### src/rtl/as_serial_nb.sv
// Digit-serial adder/subtractor: SLICE bits per cycle, LSB slice first, N=WIDTH/SLICE run cycles.
// Latency N+1 cycles from accepted start to the one-cycle done pulse; start is ignored while busy.
module as_serial_nb #(
   parameter int WIDTH = 8,
   parameter int SLICE = 2
) (
   input  logic             clk,
   input  logic             rst,
   input  logic             start,
   input  logic [WIDTH-1:0] A,
   input  logic [WIDTH-1:0] B,
   input  logic             mode,
   output logic             busy,
   output logic             done,
   output logic [WIDTH-1:0] result,
   output logic             carry_out,
   output logic             overflow
);

   localparam int N     = WIDTH / SLICE;
   localparam int IDX_W = (N > 1) ? $clog2(N) : 1;

   if (WIDTH < 2 || SLICE < 1 || (WIDTH % SLICE) != 0) begin : g_bad_params
      $error("as_serial_nb: WIDTH must be >= 2 and an exact multiple of SLICE");
   end

   typedef enum logic [1:0] {IDLE, RUN, DONE} state_t;

   state_t             state_q, state_d;
   logic [WIDTH-1:0]   a_q, a_d;
   logic [WIDTH-1:0]   b_q, b_d;
   logic [WIDTH-1:0]   sum_q, sum_d;
   logic [IDX_W-1:0]   idx_q, idx_d;
   logic               carry_q, carry_d;
   logic [WIDTH-1:0]   result_q, result_d;
   logic               carry_out_q, carry_out_d;
   logic               overflow_q, overflow_d;

   logic               accept;
   logic               last;
   logic [SLICE-1:0]   a_sl;
   logic [SLICE-1:0]   b_sl;
   logic [SLICE:0]     slice_sum;

   always_ff @(posedge clk) begin
      if (rst) begin
         state_q     <= IDLE;
         a_q         <= '0;
         b_q         <= '0;
         sum_q       <= '0;
         idx_q       <= '0;
         carry_q     <= 1'b0;
         result_q    <= '0;
         carry_out_q <= 1'b0;
         overflow_q  <= 1'b0;
      end else begin
         state_q     <= state_d;
         a_q         <= a_d;
         b_q         <= b_d;
         sum_q       <= sum_d;
         idx_q       <= idx_d;
         carry_q     <= carry_d;
         result_q    <= result_d;
         carry_out_q <= carry_out_d;
         overflow_q  <= overflow_d;
      end
   end

   assign accept = start && (state_q == IDLE || state_q == DONE);
   assign last   = (idx_q == IDX_W'(N - 1));

   always_comb begin
      state_d = state_q;
      case (state_q)
         IDLE:    if (accept) state_d = RUN;
         RUN:     if (last)   state_d = DONE;
         DONE:    state_d = accept ? RUN : IDLE;
         default: state_d = IDLE;
      endcase
   end

   always_comb begin
      a_d         = a_q;
      b_d         = b_q;
      sum_d       = sum_q;
      idx_d       = idx_q;
      carry_d     = carry_q;
      result_d    = result_q;
      carry_out_d = carry_out_q;
      overflow_d  = overflow_q;

      a_sl      = a_q[idx_q*SLICE +: SLICE];
      b_sl      = b_q[idx_q*SLICE +: SLICE];
      slice_sum = {1'b0, a_sl} + {1'b0, b_sl} + (SLICE+1)'(carry_q);

      if (accept) begin
         // Subtraction stores ~B; the +1 enters through the preset carry.
         a_d     = A;
         b_d     = mode ? ~B : B;
         sum_d   = '0;
         idx_d   = '0;
         carry_d = mode;
      end else if (state_q == RUN) begin
         sum_d[idx_q*SLICE +: SLICE] = slice_sum[SLICE-1:0];
         carry_d = slice_sum[SLICE];
         if (last) begin
            result_d    = sum_d;
            carry_out_d = slice_sum[SLICE];
            // carry into the MSB recovered as a ^ b ^ sum at that bit
            overflow_d  = a_q[WIDTH-1] ^ b_q[WIDTH-1] ^ sum_d[WIDTH-1] ^ slice_sum[SLICE];
         end else begin
            idx_d = idx_q + IDX_W'(1);
         end
      end
   end

   always_comb begin
      busy      = (state_q == RUN);
      done      = (state_q == DONE);
      result    = result_q;
      carry_out = carry_out_q;
      overflow  = overflow_q;
   end

endmodule

### config.mk
export PLATFORM = sky130hd
export DESIGN_NAME = as_serial_nb
export DESIGN_NICKNAME = d
export VERILOG_FILES = /design/src/rtl/as_serial_nb.sv
export SDC_FILE = /design/constraint.sdc
export NUM_CORES = 1
export LEC_CHECK = 0
export ABC_AREA = 1
export CAP_MARGIN = 10
export CORE_MARGIN = 2
export CORE_UTILIZATION = 59
export CTS_BUF_LIST = sky130_fd_sc_hd__clkbuf_8
export DETAILED_ROUTE_END_ITERATION = 6
export HOLD_SLACK_MARGIN = 0.08
export PLACE_DENSITY_LB_ADDON = 0.3
export SYNTH_ARGS = -nofsm -noshare
export SYNTH_HDL_FRONTEND = slang
export SYNTH_SLANG_ARGS = --single-unit
### constraint.sdc
create_clock -name clk -period 5 [get_ports clk]
set_clock_uncertainty 0.15 [all_clocks]
set_input_delay 1 -clock clk [delete_from_list [all_inputs] [get_ports clk]]
set_output_delay 1 -clock clk [all_outputs]
set_load 0.01 [all_outputs]
==> results of run 1 <==
-- cells in the final DEF (no fill, tap or decap), drive strengths merged --
cell type,count
o21bai,4
o221ai,1
xnor2,8
fa,2
nor2,35
clkdlybuf4s50,31
dfxtp,39
clkinv,1
o211ai,1
nand4,1
o21ai,42
nand2,35
o22ai,7
inv,44
ha,6
nor3,1
clkbuf,5
a21oi,21
nand3,8
-- metal layers --
| layer | part of all wire, % | up-vias |
|---|---|---|
| met5 | 0 | - |
| met4 | 1.2 | 0 |
| met3 | 6.1 | 6 |
| met2 | 43 | 45 |
| met1 | 50 | 787 |
| li1 | - | 904 |
-- flip-flops by register name, indices dropped and copies added, names as in the netlist --
register / count
overflow: 1
carry_out: 1
a_q: 8
carry_q: 1
idx_q: 2
b_q: 8
sum_q: 8
result: 8
state_q: 2
-- cell families (layout without fill, tap and decap cells) --
group,count (synthesis),after routing,synth area share (%)
AOI/OAI and AO/OA,76,76,21.0
xor gates and xnor gates,8,8,3.62
adders and majority gates,8,8,5.95
buffers and inverters,51,81,10.7
DFF,39,39,40.4
and+or+nand+nor,80,80,18.4
-- synthesized netlist by cell type --
cell type and count:
sky130_fd_sc_hd__clkbuf_1 1, sky130_fd_sc_hd__nand2_4 1, sky130_fd_sc_hd__clkbuf_2 2, sky130_fd_sc_hd__buf_4 2, sky130_fd_sc_hd__o21ai_1 4, sky130_fd_sc_hd__nor2_4 2, sky130_fd_sc_hd__o21ai_0 38, sky130_fd_sc_hd__fa_1 2
sky130_fd_sc_hd__nand4_1 1, sky130_fd_sc_hd__o221ai_1 1, sky130_fd_sc_hd__dfxtp_1 39, sky130_fd_sc_hd__o211ai_1 1, sky130_fd_sc_hd__nor3_1 1, sky130_fd_sc_hd__inv_2 3, sky130_fd_sc_hd__nor2_8 1, sky130_fd_sc_hd__o21bai_1 4
sky130_fd_sc_hd__nand2_2 1, sky130_fd_sc_hd__nor2_1 32, sky130_fd_sc_hd__a21oi_1 21, sky130_fd_sc_hd__buf_2 4, sky130_fd_sc_hd__o22ai_1 7, sky130_fd_sc_hd__xnor2_1 8, sky130_fd_sc_hd__inv_1 39, sky130_fd_sc_hd__nand3_1 8
sky130_fd_sc_hd__nand2_1 33, sky130_fd_sc_hd__ha_1 6
-- cell type report --
class                      instances  area [um2]
multi-input combinational        172         946
sequential                        39         781
fill                             244         747
timing repair buffer              31         310
inverter                          42         158
clock buffer                       5        68.8
tap                               44        55.1
clock inverter                     3        12.5
-- where the power goes --
part	internal [W]	switching (W)
clock network	0.0000937	0.000103
logic	0.0000525	0.0000736
registers	0.000329	0.0000128
-- how the worst max path moves through the flow --
stage                  start        end  slack [ns]  cells past startpoint
floorplan           idx_q[0]   overflow        2.50                     14
detailed placement  idx_q[0]   overflow        1.98                     13
CTS                 idx_q[0]   overflow        1.93                     13
global placement    idx_q[0]   overflow        2.08                     13
global route        idx_q[0]  result[7]        1.59                     13
finish              idx_q[0]   overflow        1.92                     13
-- metrics by stage --
stage	worst slack (ns)	utilization [%]	instance area [um2]	hold slack [ns]
4_1_cts	1.93	75.7	2330	0.330
3_3_place_gp	2.08	73.1	2250	0.307
5_1_grt	1.59	75.7	2330	0.367
2_1_floorplan	2.50	-	1930	0.320
3_5_place_dp	1.98	73.1	2250	0.320
6_report	1.92	75.7	2330	0.324
-- worst max-delay path, delay by kind of cell, from the launching register on --
kind / cells / cell delay (ns)
AOI/OAI and AO/OA: 3 / 0.45
and+or+nand+nor: 6 / 0.57
buffers and inverters: 2 / 0.39
adders and majority gates: 2 / 0.82
DFF: 1 / 0.62
==> impl_table.tex, run 1 <==
\begin{tabular}{lr}
\hline
Metric & Value \\
\hline
\multicolumn{2}{l}{\textbf{Clock tree}} \\
\quad Post-CTS sizing & 0 \\
\quad CTS Hold Buffers Added & 0 \\
\quad Max Root-Sink Buffers & 2 \\
\quad Number of buffers created by CTS & 5 \\
\quad Post CTS Setup Buffer Count & 0 \\
\quad Number of levels the H-tree was split into & 2 \\
\quad Clock sinks & 39 \\
\quad Worst skew pair latency & 0.29 ns \\
\quad Root buf cell & sky130\_fd\_sc\_hd\_\_clkbuf\_8 \\
\quad Clock tree from TritonCTS & done \\
\quad Clock slew seen by the registers of the worst setup and hold paths & approximately 0.07 ns \\
\multicolumn{2}{l}{\textbf{Power and ir drop}} \\
\quad Leakage power summed over all cells & around 1.1 nW \\
\quad Design Power & 0.000665 W \\
\quad Maximum resistive drop on vdd & 0.183 mV \\
\quad P per Cell Area & 285 nW/um2 \\
\multicolumn{2}{l}{\textbf{Timing}} \\
\quad Final hold vios & 0 \\
\quad RSZ-0062 raised after global routing & false \\
\quad Final setup violation count & 0 \\
\quad Share of the clock period used by the worst path & 61.6\% \\
\quad Fin. max-slew vios & 0 \\
\quad Setup TNS & 0 ns \\
\quad Highest clock rate & 325 MHz \\
\quad Relative slew margins & approximately two thirds \\
\quad Actual slew at the worst max-slew pin & 0.524 ns \\
\quad Final min period & 3.08 ns \\
\multicolumn{2}{l}{\textbf{Floorplanning}} \\
\quad Placeable core area & a little over 3000 um2 \\
\quad Count of pins on the block boundary & 32 \\
\quad Effective utilization at floorplan & 62.8\% \\
\quad Vert. Die Dim & 61.2 um \\
\quad Die outline area & $\sim$3800 um2 \\
\quad Site Rows & 20 \\
\quad Die outline width & 61.2 um \\
\multicolumn{2}{l}{\textbf{Setup path}} \\
\quad Req. time, crit path & 5.07 ns \\
\quad Worst setup slack for register-to-register paths & 1.92 ns \\
\quad Critical register-to-register path endpoint & overflow \\
\quad FF-to-FF Start & idx\_q[0] \\
\quad Worst Setup Path Type & register to register \\
\quad Cell breakdown of the critical path & inv\_1 > o21ai\_0 > o22ai\_1 > fa\_1 > inv\_1 > fa\_1 > nor2\_1 > nand2\_1 > nor2\_1 > nor2\_1 > nand2\_1 > nand2\_1 > a21oi\_1 \\
\quad Length in cells of the worst reg-to-reg path & 13 \\
\quad Slowest library cell on the worst path & sky130\_fd\_sc\_hd\_\_dfxtp\_1 \\
\quad Endpoint arrival time on the critical path & $\sim$3.2 ns \\
\quad Crit path launch type & register \\
\quad Critical path fanouts, max & 15 \\
\quad Largest incremental delay on the critical path & 0.62 ns \\
\quad Endpoint class of the critical path & register \\
\multicolumn{2}{l}{\textbf{Logic synthesis}} \\
\quad Dominant cell type by area after synthesis & sky130\_fd\_sc\_hd\_\_dfxtp\_1 \\
\quad Main area contributors after synthesis & sky130\_fd\_sc\_hd\_\_dfxtp\_1, sky130\_fd\_sc\_hd\_\_o21ai\_0, sky130\_fd\_sc\_hd\_\_inv\_1, sky130\_fd\_sc\_hd\_\_nand2\_1, sky130\_fd\_sc\_hd\_\_nor2\_1 \\
\quad Mapped Area & 1930 um2 \\
\quad Instance count of the mapped netlist & approximately 260 \\
\quad Ys Warns & 0 \\
\quad Synth cell types & 26 \\
\quad Post-Syn Nets & 290 \\
\quad Post-synthesis average cell area & around 7.4 um2 \\
\quad Fraction of post-synthesis cell area in the top cell type by area & 40.4\% \\
\quad Flip-flop and latch count after synthesis & 39 \\
\quad Sequential-to-total area share from yosys stat & 40.4\% \\
\multicolumn{2}{l}{\textbf{Route}} \\
\quad Detailed Route Iter0 Violations & 88 \\
\quad Total via count after detailed routing & between 1,500 and 2,000 \\
\quad Residual DRC count & 0 \\
\quad Overall routed net length & 3830 um \\
\quad Detailed-route wire length per cell & 11.4 um \\
\quad Detail-routed via count per cell & 5.18 \\
\quad Count of antenna-violating nets left after detailed routing & 0 \\
\quad Drt first pass iters & 4 \\
\multicolumn{2}{l}{\textbf{Global routing}} \\
\quad Most used routing layer & met2 \\
\quad Initial antenna violation count & 0 \\
\quad Global-route track usage on met1 & 32.9\% \\
\quad Overall fraction of global-route tracks in use & 23.6\% \\
\quad GRT overflow & 0 \\
\quad Met2 Use GR & 35.9\% \\
\quad Global-route wire length before repair & between 6000 and 7000 um \\
\quad Pin count of the biggest net entering global routing & 29 \\
\quad GR met3 Demand/Resource & 6.93\% \\
\quad Number of global-route vias before repair & 1,505 \\
\multicolumn{2}{l}{\textbf{Finish}} \\
\quad Final instance count without filler cells & 336 \\
\quad Antenna cell count & 0 \\
\quad Proportion of layout cells with a drive suffix above 1 & 4.79\% \\
\quad Number of nets in the finished design & about 320 \\
\quad Layout-stage area growth over the synthesis result & 20.6\% \\
\multicolumn{2}{l}{\textbf{Placement}} \\
\quad Number of placed instances, taps included & 328 \\
\quad Post-DP HPWL & 2750 um \\
\quad Total of buffers placed on input and output ports & 31 \\
\quad Global placer's final weighted congestion & 0.923 \\
\multicolumn{2}{l}{\textbf{Status}} \\
\quad Outcome & finished, final reports clean \\
\multicolumn{2}{l}{\textbf{Min path}} \\
\quad Worst hold endpoint & result[5] \\
\quad Hold Crit Start & result[5] \\
\quad Tightest Hold Check Type & register to register \\
\quad Worst Hold Path Cells & 2 \\
\multicolumn{2}{l}{\textbf{Flow run}} \\
\quad MaxCap Viol Count & 0 \\
\hline
\end{tabular}
Power figures use the tool's default switching activity.
==> run 2, diff against run 1 <==
CORE_UTILIZATION = 55   (was 59)
clock period = 3.1 ns   (was 5 ns; I/O delays follow)
==> impl_table.tex, run 2 (synthesis gave the netlist of run 1 again) <==
\begin{tabular}{lr}
\hline
Metric & Value \\
\hline
\multicolumn{2}{l}{\textbf{Power and ir drop}} \\
\quad P per Cell Area & 473 nW/um2 \\
\quad Maximum resistive drop on vdd & 0.307 mV \\
\quad Leakage power summed over all cells & 1.09 nW \\
\quad Design Power & 0.00112 W \\
\multicolumn{2}{l}{\textbf{Clock tree}} \\
\quad Clock tree from TritonCTS & done \\
\quad CTS Hold Buffers Added & 0 \\
\quad Post-CTS sizing & 0 \\
\quad Root buf cell & sky130\_fd\_sc\_hd\_\_clkbuf\_8 \\
\quad Worst skew pair latency & roughly 0.29 ns \\
\quad Max Root-Sink Buffers & 2 \\
\quad Number of levels the H-tree was split into & 2 \\
\quad Post CTS Setup Buffer Count & 0 \\
\quad Clock sinks & 39 \\
\quad Number of buffers created by CTS & 5 \\
\quad Clock slew seen by the registers of the worst setup and hold paths & 0.07 ns \\
\multicolumn{2}{l}{\textbf{Floorplanning}} \\
\quad Die outline width & 63.3 um \\
\quad Die outline area & 4000 um2 \\
\quad Effective utilization at floorplan & 57.5\% \\
\quad Placeable core area & 3360 um2 \\
\quad Site Rows & 21 \\
\quad Vert. Die Dim & 63.3 um \\
\quad Count of pins on the block boundary & 32 \\
\multicolumn{2}{l}{\textbf{Placement}} \\
\quad Total of buffers placed on input and output ports & 31 \\
\quad Post-DP HPWL & 2850 um \\
\quad Global placer's final weighted congestion & 0.892 \\
\multicolumn{2}{l}{\textbf{Timing}} \\
\quad Fin. max-slew vios & 0 \\
\quad Final setup violation count & 0 \\
\quad Actual slew at the worst max-slew pin & $\sim$0.46 ns \\
\quad Share of the clock period used by the worst path & 83.7\% \\
\quad Final hold vios & 0 \\
\quad Min Hold Slack & 0.324 ns \\
\quad RSZ-0062 raised after global routing & false \\
\quad Highest clock rate & 385 MHz \\
\quad Setup TNS & 0 ns \\
\quad Relative slew margins & 69.1\% \\
\quad Final min period & approximately 2.6 ns \\
\multicolumn{2}{l}{\textbf{Route}} \\
\quad Total via count after detailed routing & 1,717 \\
\quad Detailed-route wire length per cell & 11.0 um \\
\quad Overall routed net length & 3760 um \\
\quad Count of antenna-violating nets left after detailed routing & 0 \\
\quad Residual DRC count & 0 \\
\quad Detailed Route Iter0 Violations & about 110 \\
\quad Detail-routed via count per cell & 5.05 \\
\quad Drt first pass iters & 4 \\
\multicolumn{2}{l}{\textbf{Setup path}} \\
\quad Largest incremental delay on the critical path & 0.47 ns \\
\quad Req. time, crit path & 3.17 ns \\
\quad Critical path fanouts, max & 9 \\
\quad CP delay by family, top & adder cells \\
\quad Bufs and invs on worst path & 2 \\
\quad Cell breakdown of the critical path & inv\_1 > o21ai\_0 > o22ai\_1 > fa\_1 > inv\_1 > fa\_1 > nor2\_1 > nand2\_1 > nor2\_1 > nor2\_1 > nand2\_1 > nand2\_1 > a21oi\_1 \\
\quad Worst Setup Path Type & register to register \\
\quad Crit path launch type & register \\
\quad Endpoint class of the critical path & register \\
\quad Endpoint arrival time on the critical path & between 2 and 3 ns \\
\quad Slowest library cell on the worst path & sky130\_fd\_sc\_hd\_\_dfxtp\_1 \\
\multicolumn{2}{l}{\textbf{Finish}} \\
\quad Most common cell after layout, fill and taps aside & sky130\_fd\_sc\_hd\_\_inv\_1 \\
\quad Layout-stage area growth over the synthesis result & 22.5\% \\
\quad Proportion of layout cells with a drive suffix above 1 & 5.78\% \\
\quad FILL cells & approximately 320 \\
\quad Number of nets in the finished design & 321 \\
\quad Antenna cell count & 0 \\
\quad Utilization after layout & 70.4\% \\
\quad Most frequent cells in the layout & sky130\_fd\_sc\_hd\_\_inv\_1, sky130\_fd\_sc\_hd\_\_dfxtp\_1, sky130\_fd\_sc\_hd\_\_o21ai\_0, sky130\_fd\_sc\_hd\_\_nand2\_1, sky130\_fd\_sc\_hd\_\_nor2\_1 \\
\multicolumn{2}{l}{\textbf{Global routing}} \\
\quad Number of global-route vias before repair & 1,657 \\
\quad Overall fraction of global-route tracks in use & 21.9\% \\
\quad GRT overflow & 0 \\
\quad Pin count of the biggest net entering global routing & 29 \\
\quad Initial antenna violation count & 0 \\
\quad Global-route wire length before repair & 7010 um \\
\multicolumn{2}{l}{\textbf{Min path}} \\
\quad Tightest Hold Check Type & register to register \\
\multicolumn{2}{l}{\textbf{Flow run}} \\
\quad MaxCap Viol Count & 0 \\
\multicolumn{2}{l}{\textbf{Status}} \\
\quad Outcome & finished, final reports clean \\
\hline
\end{tabular}
run 2: where the power goes:
part | internal, W | switching, W | leakage (nW) | total (W)
registers | 0.000530 | 0.0000171 | 0.320 | 0.000547
logic | 0.0000862 | 0.000120 | 0.719 | 0.000206
clock network | 0.000200 | 0.000166 | 0.0557 | 0.000366
total | 0.000816 | 0.000303 | 1.09 | 0.00112
run 2: stage by stage:
| step | cell area [um2] | cells | worst slack (ns) |
|---|---|---|---|
| after floorplan | 1930 | 262 | 0.598 |
| after global placement | 2270 | 332 | 0.579 |
| after detailed placement | 2270 | 332 | 0.514 |
| after CTS | 2370 | 340 | 0.492 |
| after global routing | 2370 | 340 | 0.182 |
| final | 2370 | 340 | 0.504 |
run 2: path summary, 6_finish.rpt:
path,cells past startpoint,startpoint,slack (ns),end
setup / recovery,13,idx_q[1],0.50,overflow
hold / removal,2,result[5],0.32,result[5]
setup reg to reg,13,idx_q[1],0.50,overflow
hold reg to reg,2,result[5],0.32,result[5]
run 2: layout make-up:
type / instances / area, um2 / area share, %
multi-input cells: 172 / 946 / 40.0
flip-flops and latches: 39 / 781 / 33.0
repair buffers: 33 / 325 / 13.7
inverters: 42 / 158 / 6.66
clock buffers: 7 / 96.3 / 4.07
well taps: 46 / 57.6 / 2.43
clock inverters: 1 / 3.75 / 0.159
run 2: worst reg2reg max path: cells and delay by family, from the launching register on:
family                   cells  cell delay (ns)
AO/OA/AOI/OAI                3             0.33
adder cells (fa/ha/maj)      2             0.81
buffers and inverters        2             0.25
flip-flops                   1             0.47
AND/OR/NAND/NOR              6             0.54
run 2: metal layers:
| layer | global-route usage (%) | part of all wire, % | vias to the layer above |
|---|---|---|---|
| met3 | 5.36 | 2.9 | 4 |
| met4 | 5.71 | 0.77 | 0 |
| met1 | 27.5 | 49 | 781 |
| met2 | 37.5 | 47 | 25 |
| met5 | 0 | 0 | - |
| li1 | - | - | 907 |
